### config.mk
export PLATFORM = sky130hd
export DESIGN_NAME = v2f_divmod_seq
export DESIGN_NICKNAME = d
export VERILOG_FILES = /design/src/rtl/v2f_divmod_seq.sv
export SDC_FILE = /design/constraint.sdc
export NUM_CORES = 1
export LEC_CHECK = 0
export ABC_AREA = 1
export ABC_CLOCK_PERIOD_IN_PS = 5510
export CAP_MARGIN = 20
export CORE_ASPECT_RATIO = 1.4
export CORE_MARGIN = 5
export CORE_UTILIZATION = 53
export CTS_CLUSTER_DIAMETER = 30
export DETAILED_ROUTE_END_ITERATION = 10
export PLACE_DENSITY_LB_ADDON = 0.3
export SETUP_SLACK_MARGIN = 0.05
export SLEW_MARGIN = 20
export SYNTH_ARGS = -nofsm -noshare
export SYNTH_HDL_FRONTEND = slang
export SYNTH_SLANG_ARGS = --single-unit
### constraint.sdc
create_clock -name clk -period 5.51 [get_ports clk]
set_input_delay 1.653 -clock clk [delete_from_list [all_inputs] [get_ports clk]]
set_output_delay 1.653 -clock clk [all_outputs]
set_load 0.005 [all_outputs]
### src/rtl/v2f_divmod_seq.sv
// ---------------------------------------------------------------------------
// v2f_divmod_seq
//   Multi-cycle integer divide/modulo unit. It produces the quotient and the
//   remainder of one request together. Division truncates toward zero, and
//   x/0 returns quot = rem = 0 with div_by_zero set.
//   A restoring shift-subtract datapath resolves one quotient bit per cycle,
//   MSB first, on the operand magnitudes. Signs are applied at the end.
//
// Ports
//   clk          rising-edge clock
//   rst_n        asynchronous active-low reset
//   in_valid     request valid
//   in_ready     unit can accept a request (high only in IDLE)
//   a, b         dividend, divisor (sampled on the accept edge only)
//   out_valid    result valid (high only in DONE)
//   out_ready    consumer accepts the result
//   quot, rem    quotient, remainder (held until the next result loads)
//   div_by_zero  result came from b == 0
//
// state  | meaning
// -------+---------------------------------------------------------------
// IDLE   | waiting for a request, in_ready = 1
// CALC   | WIDTH shift-subtract iterations in progress
// DONE   | result presented on out_valid until out_ready
// ---------------------------------------------------------------------------
module v2f_divmod_seq #(
    parameter int WIDTH  = 32,
    parameter int SIGNED = 1
) (
    input  logic             clk,
    input  logic             rst_n,
    input  logic             in_valid,
    output logic             in_ready,
    input  logic [WIDTH-1:0] a,
    input  logic [WIDTH-1:0] b,
    output logic             out_valid,
    input  logic             out_ready,
    output logic [WIDTH-1:0] quot,
    output logic [WIDTH-1:0] rem,
    output logic             div_by_zero
);

    localparam int CW  = $clog2(WIDTH + 1);
    localparam bit SGN = (SIGNED != 0);

    localparam logic [1:0] S_IDLE = 2'd0;
    localparam logic [1:0] S_CALC = 2'd1;
    localparam logic [1:0] S_DONE = 2'd2;

    logic [1:0]       state;
    logic [CW-1:0]    cnt;
    logic [WIDTH-1:0] dvs;       // divisor magnitude
    logic [WIDTH-1:0] dvd;       // dividend bits shift out, quotient bits shift in
    logic [WIDTH:0]   prem;      // partial remainder
    logic             neg_q;
    logic             neg_r;

    logic             a_neg;
    logic             b_neg;
    logic [WIDTH-1:0] a_mag;
    logic [WIDTH-1:0] b_mag;
    logic [WIDTH:0]   rem_shift;
    logic [WIDTH+1:0] sub;
    logic             borrow;
    logic [WIDTH:0]   prem_nxt;
    logic [WIDTH-1:0] dvd_nxt;
    logic [WIDTH-1:0] q_fin;
    logic [WIDTH-1:0] r_fin;

    assign in_ready  = (state == S_IDLE);
    assign out_valid = (state == S_DONE);

    always_comb begin
        a_neg = SGN & a[WIDTH-1];
        b_neg = SGN & b[WIDTH-1];
        // The WIDTH-bit two's-complement negation, read as unsigned, equals the
        // true WIDTH+1-bit magnitude. This holds for MIN too (-MIN -> 2^(WIDTH-1)).
        a_mag = a_neg ? (-a) : a;
        b_mag = b_neg ? (-b) : b;

        // prem < dvs always, so the shifted value fits WIDTH+1 bits. The extra
        // MSB in the subtraction gives the borrow.
        rem_shift = (prem << 1) | {{WIDTH{1'b0}}, dvd[WIDTH-1]};
        sub       = {1'b0, rem_shift} - {2'b00, dvs};
        borrow    = sub[WIDTH+1];
        prem_nxt  = borrow ? rem_shift : sub[WIDTH:0];
        dvd_nxt   = {dvd[WIDTH-2:0], ~borrow};

        // MIN / -1 wraps naturally: magnitude 2^(WIDTH-1) is stored unnegated.
        q_fin = neg_q ? (-dvd_nxt) : dvd_nxt;
        r_fin = neg_r ? (-prem_nxt[WIDTH-1:0]) : prem_nxt[WIDTH-1:0];
    end

    always_ff @(posedge clk or negedge rst_n) begin
        if (!rst_n) begin
            state       <= S_IDLE;
            cnt         <= '0;
            dvs         <= '0;
            dvd         <= '0;
            prem        <= '0;
            neg_q       <= 1'b0;
            neg_r       <= 1'b0;
            quot        <= '0;
            rem         <= '0;
            div_by_zero <= 1'b0;
        end else begin
            case (state)
                S_IDLE: begin
                    if (in_valid) begin
                        dvd   <= a_mag;
                        dvs   <= b_mag;
                        prem  <= '0;
                        neg_q <= a_neg ^ b_neg;
                        neg_r <= a_neg;
                        if (b == '0) begin
                            quot        <= '0;
                            rem         <= '0;
                            div_by_zero <= 1'b1;
                            state       <= S_DONE;
                        end else begin
                            div_by_zero <= 1'b0;
                            cnt         <= CW'(WIDTH);
                            state       <= S_CALC;
                        end
                    end
                end
                S_CALC: begin
                    dvd  <= dvd_nxt;
                    prem <= prem_nxt;
                    cnt  <= cnt - CW'(1);
                    // Last iteration: this step's result feeds the outputs
                    // directly, so the counter lands on 0 as DONE is entered.
                    if (cnt == CW'(1)) begin
                        quot  <= q_fin;
                        rem   <= r_fin;
                        state <= S_DONE;
                    end
                end
                S_DONE: begin
                    if (out_ready) begin
                        state <= S_IDLE;
                    end
                end
                default: state <= S_IDLE;
            endcase
        end
    end

endmodule

Yosys cells after proc, flatten, opt, wreduce, memory -nomap -nowiden
Index checks and enable logic that the tools add are counted.
Widths: inputs -> output; s select.

word-level totals
  flip-flop bits (word level) = 171
  input port bits = 68
  output and inout port bits = 67
  word-level logic and storage cells = 59

operators by class
  add/sub/neg operators = 6
  eq/ne operators = 8
  multiplexer cells = 24
  bitwise gates (word level) = 3
  reductions and logical operators = 8

operator list
  kind                 count
  $mux 32              11
  $pmux 32 s2          4
  $neg 32->32          4
  $sub 33x32->34       1
  $or 33x1->33         1
  $logic_not 32->1     1
  $mux 6               2
  $pmux 6 s2           1
  $mux 2               4
  $eq 6x1->1 const B   1
  $ne 2x2->1 const B   3
  $pmux 2 s3           1
  $reduce_and 3->1     2
  $sub 6x1->6 const B  1
  $ne 2x1->1 const B   2
  $reduce_and 2->1     2
  $reduce_and 4->1     1
  $eq 2x1->1 const B   1
  $eq 2x2->1 const B   1
  $logic_not 2->1      1
  $reduce_bool 2->1    1
  $mux 1               1
  $not 1->1            1
  $xor 1x1->1          1

Longest topological paths before layout
Gate-level depths: netlist of run 1.

  depth after elaboration = 7
  depth in mapped cells = 26
  depth with buffers taken out = 26

Least setup slack after synthesis of run 1
No wires, ideal clock.

  kind = input-to-reg
  start = input b[0]
  end = register quot[19]
  library setup time = 0.123 ns
  data arrival time = 3.560 ns
  data required time = 5.387 ns
  slack = 1.827 ns
  cell stages on the path = 17
  buffers on the path = 2
  cell sequence = inv_1 ha_1 inv_1 nor3_1 nand2_1 nor3_2 nand3_1 nor3_2 nand2_1 nor2_1 nor2_1 nor3_2 inv_2 buf_2 buf_2 nand2_1 nand2_1

between the ends
  word-level cells in the longest chain between the ends = 3

ends and longest elaborated chain
  element                     RTL line  RTL
  start: declaration          35        input logic [WIDTH-1:0] b,
  $logic_not 32->1            115       if (b == '0) begin
  $ne 2x1->1 (no line)        --
  $reduce_and 4->1 (no line)  --
  end signal: assignment      134       quot <= q_fin;
  end: declaration            38        output logic [WIDTH-1:0] quot,

No other way between the ends.
A chain may end at the register's enable or synchronous reset.

Final worst setup path of run 1
  start = register prem[23]
  end = register quot[28]

between the ends
  word-level cells in the longest chain between the ends = 7

ends and longest elaborated chain
  element                   RTL line  RTL
  start: declaration        54        logic [WIDTH:0] prem;
  start signal: assignment  129       prem <= prem_nxt;
  $or 33x1->33              83        rem_shift = (prem << 1) | {{WIDTH{1'b0}}, dvd[WIDTH-1]};
  $sub 33x32->34            84        sub = {1'b0, rem_shift} - {2'b00, dvs};
  $not 1->1                 87        dvd_nxt = {dvd[WIDTH-2:0], ~borrow};
  $neg 32->32               90        q_fin = neg_q ? (-dvd_nxt) : dvd_nxt;
  $mux 32                   90
  $mux 32                   133       if (cnt == CW'(1)) begin
  $pmux 32 s2               107       case (state)

No other way between the ends. The select of a mux whose other input is x is not followed.

==> flow_summary_export.csv, run 1 <==
group,metric,value,unit
timing,fin_crit_sh,83.6,%
flow_run,maxCapViolations,0,
synth,synth_cell_types,52,
critical_path,cp_cell_sequence,"ha_1, a21oi_1, o21ai_1, inv_1, nand2_1, a21oi_4, nand2_8, inv_2, ha_1, nand4_1, nor2_1, nand3_1, o31ai_1, o21ai_1, nor2_1, o21ai_1, a21oi_1, xor2_1, o21ai_1",
hold_path,min_path_type,"flip-flop to flip-flop",
pwr,vdd_drop_max,0.421,mV
critical_path,critPathRequiredTime,5810,ps
final_layout,stdcell_area,0.0147,mm²
synth,synth_edf_count,0,
global_routing,grt_usage,28.0,%
clock_tree,cts_sinks,171,
route,top_layer,"met4",
placed_design,portBuffers,134,
final_layout,nFillCells,2202,
route,detail_route.iter0.violations,803,
clock_tree,h-tree-depth,4,
floorplan,fp.dieW,140,µm
placed_design,placed_area,0.0141,mm²
final_layout,drive_gt1_share,6.09,%
clock_tree,cts_tree,"yes",
final_layout,fin_nets,2063,
clock_tree,clock_latency,450,ps
timing,finalSetupTns,0,ps
floorplan,die_area,0.0269,mm²
route,via_per_inst,5.50,
route,firstDrtPassIters,5,
timing,drv_slew,0,
floorplan,die_h,192,µm
route,wl_met2,20100,µm
route,wl_met1,13300,µm
clock_tree,ctsResizeCount,0,
outcome,status,"complete, no violations",
critical_path,critical_path_buf_inv_count,2,
timing,setup-violations-final,0,
placed_design,gp_congestion,0.973,
clock_tree,path_clk_slew,70,ps
timing,tightestPinTransition,1030,ps
final_layout,areaGrowthSynthToFinish,17.2,%
floorplan,core,0.0233,mm²
critical_path,cp_top_family,"compound AO/OA/AOI/OAI gates",
synth,syn_inst,1849,
floorplan,num_rows,66,
synth,synth_ff_type,"dfrtp_1",
clock_tree,clock_path_buffers,2,
global_routing,grt_overflow_total,0,
pwr,power.leakage,7.29,nW
hold_path,whs_path_depth,2,
timing,clock-skew-final,13.9,ps
global_routing,grt_max_degree,172,
global_routing,grt_first_pass_wirelength,60200,µm
timing,rsz0062_at_grt,"no",
global_routing,antenna_found_initial,0,
critical_path,worstPathArrival,4910,ps
clock_tree,post_cts_buffers,0,
final_layout,antenna_cells,0,
synth,ys_ff_latch,171,
synth,synth_area,0.0126,mm²
route,num_vias,12500,
route,drc,0,
placed_design,dp.final_hpwl,28800,µm
synth,ys_warn_count,0,
floorplan,initial_utilization,53.9,%
critical_path,critPathSlowestCell,"dfrtp_1",
clock_tree,cts_hold_buf,0,
critical_path,end_kind,"flip-flop",
critical_path,cp-start-kind,"flip-flop",
timing,hold_slack,481,ps
timing,fin_crit,4610,ps
floorplan,io_pins,135,
synth,synthArstFlopShare,100,%
critical_path,path_common_cell,"o21ai_1",
synth,syn_avg_cell_area,6.79,µm²
critical_path,crit_path_max_fanout,17,
clock_tree,clockRootBuffer,"clkbuf_16",
pwr,cellPowerDensity,725,mW/mm²
route,wl_per_cell,16.3,µm
route,wl_met3,1510,µm
synth,seq_area_frac_synth,34.1,%
critical_path,crit_type,"flip-flop to flip-flop",
route,drt-total-wl,37000,µm
critical_path,critical_path_cell_count,19,
clock_tree,cts_inserted_buffers,17,
timing,finalHoldViolations,0,
global_routing,grt_pass1_vias,12300,
timing,slew_headroom,31.0,%
critical_path,rr_worst_depth,19,
timing,fmax,217,MHz
critical_path,slowest_delay,450,ps
route,drt.antenna.violating_nets,0,
synth,synth.net_count,1956,
worst reg2reg max path, delay by kind of cell, from the launching register on:
kind / cells / cell delay [ps]
compound gates: 8 / 1940
simple gates: 6 / 890
fa+ha+maj: 2 / 650
flops: 1 / 450
buf+inv: 2 / 340
xor+xnor: 1 / 180
state kept, by name, indices dropped and copies added (netlist names):
signal and count:
dvd 32, dvs 32, prem 32, quot 32
rem 32, cnt 6, state 2, div_by_zero 1
neg_q 1, neg_r 1
Yosys cell counts, drive strengths merged, types with 8 or more instances:
library cell  instances  share of area (%)
a21oi                58                2.6
nand2               560                 17
o22ai                14               0.70
nand4                24                1.2
nor4                 12               0.60
inv                 233                7.0
nand3               103                4.4
ha                   38                3.8
o21ai               178                7.3
xnor2                16                1.1
dfrtp               171                 34
or2                   8               0.40
buf                  19                1.2
clkbuf               41                1.2
nor3                 29                1.4
a22oi                25                1.5
nor2                205                6.5
xor2                 65                4.5
cells by family after synthesis:
group / after synthesis / synth area share (%)
and+or+nand+nor: 949 / 32.3
AOI/OAI and AO/OA: 315 / 14.6
xor gates and xnor gates: 81 / 5.65
adders and majority gates: 39 / 3.95
buffers and inverters: 294 / 9.40
DFF: 171 / 34.1
layer usage:
layer,track usage (%),up-vias
li1,-,6189
met1,28.9,5821
met2,53.7,371
met3,4.13,125
met4,15.3,0
met5,0,-
per-stage QoR:
step	instances	utilization, %	total power [W]	worst slack [ps]
3_3_place_gp	2243	60.6	0.00925	726
3_5_place_dp	2243	60.6	0.00937	613
5_1_grt	2275	63.1	0.0117	487
6_report	2275	63.1	0.0107	904
2_1_floorplan	1849	-	0.00742	1830
4_1_cts	2275	63.1	0.0106	956
final timing paths:
check / start / endpoint / slack [ps]
hold / removal: rem[12]$_DFFE_PN0P_ / rem[12]$_DFFE_PN0P_ / 480
min in group asynchronous: rst_n / quot[31]$_DFFE_PN0P_ / 1290
setup / recovery: prem[23]$_DFFE_PN0P_ / quot[28]$_DFFE_PN0P_ / 900
max in group asynchronous: rst_n / prem[26]$_DFFE_PN0P_ / 3390
setup reg to reg: prem[23]$_DFFE_PN0P_ / quot[28]$_DFFE_PN0P_ / 900
hold reg to reg: rem[12]$_DFFE_PN0P_ / rem[12]$_DFFE_PN0P_ / 480
placed cells by master (no fill, tap or decap), types with 4 or more instances in the layout:
cell type / count
nand2_1: 537
o21bai_1: 7
buf_4: 13
nor3_1: 23
nand3_1: 98
a21oi_1: 52
nand3b_1: 5
a32o_1: 4
o31ai_1: 7
clkbuf_16: 17
xnor2_1: 16
nor4_1: 12
nand2_2: 20
o221ai_1: 7
o21ai_0: 152
o22ai_1: 14
nor2_1: 191
a22oi_1: 25
o21ai_1: 20
a21oi_2: 5
nor2_2: 10
dfrtp_1: 171
o21ai_2: 6
nand4_1: 24
nor2_4: 4
or2_2: 7
o211ai_1: 6
clkdlybuf4s50_1: 133
inv_2: 7
nand3_2: 4
ha_1: 38
nor3_2: 5
xor2_1: 65
inv_1: 227
clkbuf_8: 4
where the power goes:
| part | internal [W] | switching, W | total [W] |
|---|---|---|---|
| logic | 0.00237 | 0.00478 | 0.00715 |
| registers | 0.00175 | 0.000514 | 0.00226 |
| clock network | 0.000715 | 0.000523 | 0.00124 |
| total | 0.00484 | 0.00582 | 0.0107 |
area by class of cell:
| class | instances | area (µm²) | area share (%) |
|---|---|---|---|
| multi-input combinational | 1384 | 7100 | 48.3 |
| sequential | 171 | 4280 | 29.1 |
| timing repair buffer | 148 | 1460 | 9.93 |
| inverter | 234 | 878 | 5.97 |
| clock buffer | 22 | 484 | 3.29 |
| tap | 306 | 383 | 2.60 |
| clock inverter | 10 | 115 | 0.783 |
Note: power is estimated with default switching activity, not from simulation.
==> run 2: changes to the inputs <==
--- a/config.mk
+++ b/config.mk
@@ -6,7 +6,7 @@
 export NUM_CORES = 1
 export LEC_CHECK = 0
 export ABC_AREA = 1
-export ABC_CLOCK_PERIOD_IN_PS = 5510
+export ABC_CLOCK_PERIOD_IN_PS = 4750
 export CAP_MARGIN = 20
 export CORE_ASPECT_RATIO = 1.4
 export CORE_MARGIN = 5
==> constraint.sdc (replaced) <==
create_clock -name clk -period 4.75 [get_ports clk]
set_input_delay 1.425 -clock clk [delete_from_list [all_inputs] [get_ports clk]]
set_output_delay 1.425 -clock clk [all_outputs]
set_load 0.005 [all_outputs]
==> run 2 against run 1 <==
Effect of this change:
- clock power up 31%
- register-to-register slack worse by 260 ps
- maximum frequency up 12%
- routed wire length up 1.6%
- clock skew down 2.2 ps
- global-route usage up 0.31 points
- worst setup slack worse by 260 ps
- core utilization up 0.56 points
- sequential power up 15%
- clock-buffer cell count down 3
- total power up 19%
- critical path depth up 2
==> flow_summary_export.csv, run 2 (synthesis results as in run 1) <==
group,metric,value,unit
clock_tree,path_clk_slew,70,ps
route,num_vias,12600,
floorplan,die_h,192,µm
clock_tree,ctsResizeCount,0,
route,firstDrtPassIters,5,
floorplan,io_pins,135,
clock_tree,clock_latency,450,ps
clock_tree,clockRootBuffer,"clkbuf_16",
critical_path,end_kind,"flip-flop",
timing,worst_slack,641,ps
timing,hold_slack,483,ps
global_routing,grt_overflow_total,0,
clock_tree,post_cts_buffers,0,
global_routing,grt_pass1_vias,13000,
clock_tree,clock_path_buffers,2,
critical_path,crit_type,"flip-flop to flip-flop",
timing,fmax,243,MHz
timing,rsz0062_at_grt,"no",
clock_tree,cts_inserted_buffers,17,
route,wl_met1,13400,µm
route,wl_per_cell,16.5,µm
critical_path,crit_start,"prem[10]$_DFFE_PN0P_",
timing,fin_crit,4110,ps
route,detail_route.iter0.violations,830,
clock_tree,cts_tree,"yes",
final_layout,mostFrequentLayoutCell,"nand2_1",
route,drt.antenna.violating_nets,0,
global_routing,grt_usage,28.3,%
critical_path,slowest_delay,430,ps
timing,tightestPinTransition,1090,ps
pwr,p_sw_share,54.0,%
final_layout,antenna_cells,0,
pwr,power.leakage,7.35,nW
pwr,vdd_drop_max,0.406,mV
placed_design,gp_congestion,0.988,
route,drt-total-wl,37600,µm
final_layout,fin_nets,2070,
timing,clock-skew-final,11.7,ps
critical_path,cp_cell_sequence,"ha_1, nand2_1, inv_1, a21oi_1, o21ai_1, inv_1, nand2_2, nand2_4, nand2_8, inv_2, ha_1, nand4_1, nor2_1, nand3_1, o31ai_1, o21ai_1, nor2_1, o21ai_1, a21oi_1, xor2_1, o21ai_1",
clock_tree,h-tree-depth,4,
pwr,p_clk_share,12.8,%
route,wl_met3,1450,µm
placed_design,dp.final_hpwl,29500,µm
pwr,comb_power_share,66.6,%
critical_path,path_common_cell,"o21ai_1",
floorplan,die_area,0.0269,mm²
timing,setup-violations-final,0,
final_layout,areaGrowthSynthToFinish,18.2,%
global_routing,grt_first_pass_wirelength,61300,µm
timing,finalHoldViolations,0,
outcome,status,"complete, no violations",
critical_path,rr_worst_depth,21,
floorplan,fp.dieW,140,µm
placed_design,portBuffers,134,
critical_path,crit_end,"quot[28]$_DFFE_PN0P_",
critical_path,critPathRequiredTime,5070,ps
critical_path,worstPathArrival,4430,ps
global_routing,grt_max_degree,99,
critical_path,crit_path_max_fanout,17,
critical_path,cp-start-kind,"flip-flop",
global_routing,antenna_found_initial,0,
pwr,power_switching,0.00684,W
flow_run,maxCapViolations,0,
timing,slew_headroom,27.4,%
route,via_per_inst,5.54,
timing,drv_slew,0,
critical_path,r2r_start,"prem[10]$_DFFE_PN0P_",
timing,finalSetupTns,0,ps
critical_path,rr_endpoint,"quot[28]$_DFFE_PN0P_",
critical_path,r2r_setup_slack,640,ps
clock_tree,cts_sinks,171,
clock_tree,cts_hold_buf,0,
floorplan,initial_utilization,53.9,%
floorplan,core,0.0233,mm²
route,drc,0,
final_layout,final_cell_mix,"537 x nand2_1, 227 x inv_1, 191 x nor2_1, 171 x dfrtp_1, 152 x o21ai_0",
hold_path,min_path_type,"flip-flop to flip-flop",
pwr,p_seq_share,20.6,%
route,wl_met2,20400,µm
final_layout,drive_gt1_share,6.43,%
pwr,cellPowerDensity,854,mW/mm²
floorplan,num_rows,66,
timing,fin_crit_sh,86.5,%
route,top_layer,"met4",
critical_path,critPathSlowestCell,"dfrtp_1",
pwr,p_int,0.00583,W
placed_design,pre_cts_slack,367,ps
==> run 2: changes by cell type in the layout (fill, tap and decap cells not counted) <==
cell,previous run,this run
clkbuf_8,4,1
clkinv_4,2,1
clkinv_2,3,1
clkinvlp_4,3,2
buf_4,13,20
inv_6,0,3
bufinv_16,2,6
==> run 2: worst min-delay path by stage <==
stage / from / end / cells after the start
6_report: dvs[24]$_DFFE_PN0P_ / dvs[24]$_DFFE_PN0P_ / 2
5_1_grt: dvs[18]$_DFFE_PN0P_ / dvs[18]$_DFFE_PN0P_ / 2
4_1_cts: rem[28]$_DFFE_PN0P_ / rem[28]$_DFFE_PN0P_ / 2
3_5_place_dp: rem[28]$_DFFE_PN0P_ / rem[28]$_DFFE_PN0P_ / 2
3_3_place_gp: rem[26]$_DFFE_PN0P_ / rem[26]$_DFFE_PN0P_ / 2
2_1_floorplan: dvs[10]$_DFFE_PN0P_ / dvs[10]$_DFFE_PN0P_ / 2
==> run 2: worst max-delay path, delay by kind of cell, from the launching register on <==
family                     cells  cell delay [ps]
AOI/OAI and AO/OA              7             1290
xor gates and xnor gates       1              160
adders and majority gates      2              610
buffers and inverters          3              380
DFF                            1              430
and+or+nand+nor                8             1100
==> run 2: power by group through the flow <==
| stage | Sequential [W] | Combinational (W) | Clock, W |
|---|---|---|---|
| 2_1_floorplan | 0.00238 | 0.00622 | 0 |
| 3_3_place_gp | 0.00261 | 0.00818 | 0 |
| 3_5_place_dp | 0.00262 | 0.00834 | 0 |
| 4_1_cts | 0.00260 | 0.00841 | 0.00163 |
| 5_1_grt | 0.00268 | 0.00948 | 0.00169 |
| 6_report | 0.00261 | 0.00844 | 0.00162 |
==> run 2: final cells by class <==
cell class,count,area [µm²]
inverter,234,878
sequential,171,4280
clock inverter,13,235
timing repair buffer,155,1510
tap,306,383
clock buffer,19,443
fill,2193,8450
multi-input combinational,1384,7100
==> run 2: metrics by stage <==
stage	util [%]	cell area (µm²)	std cells	power, W
floorplan	-	12600	1849	0.00860
global placement	60.8	14200	2250	0.0108
detailed placement	60.8	14200	2250	0.0110
CTS	63.7	14800	2282	0.0127
global route	63.7	14800	2282	0.0139
finish	63.7	14800	2282	0.0127
==> run 2: metal layers <==
metal | track usage (%) | up-vias
li1 | - | 6189
met1 | 28.2 | 5940
met2 | 54.6 | 364
met3 | 3.89 | 139
met4 | 17.6 | 0
met5 | 0 | -
==> run 3: changes to the inputs <==
--- a/config.mk
+++ b/config.mk
@@ -15,7 +15,6 @@
 export DETAILED_ROUTE_END_ITERATION = 10
 export PLACE_DENSITY_LB_ADDON = 0.3
 export SETUP_SLACK_MARGIN = 0.05
-export SLEW_MARGIN = 20
 export SYNTH_ARGS = -nofsm -noshare
 export SYNTH_HDL_FRONTEND = slang
 export SYNTH_SLANG_ARGS = --single-unit
==> results of run 3 <==
Same layout as run 2: the final DEF is identical, and so are final timing and power.
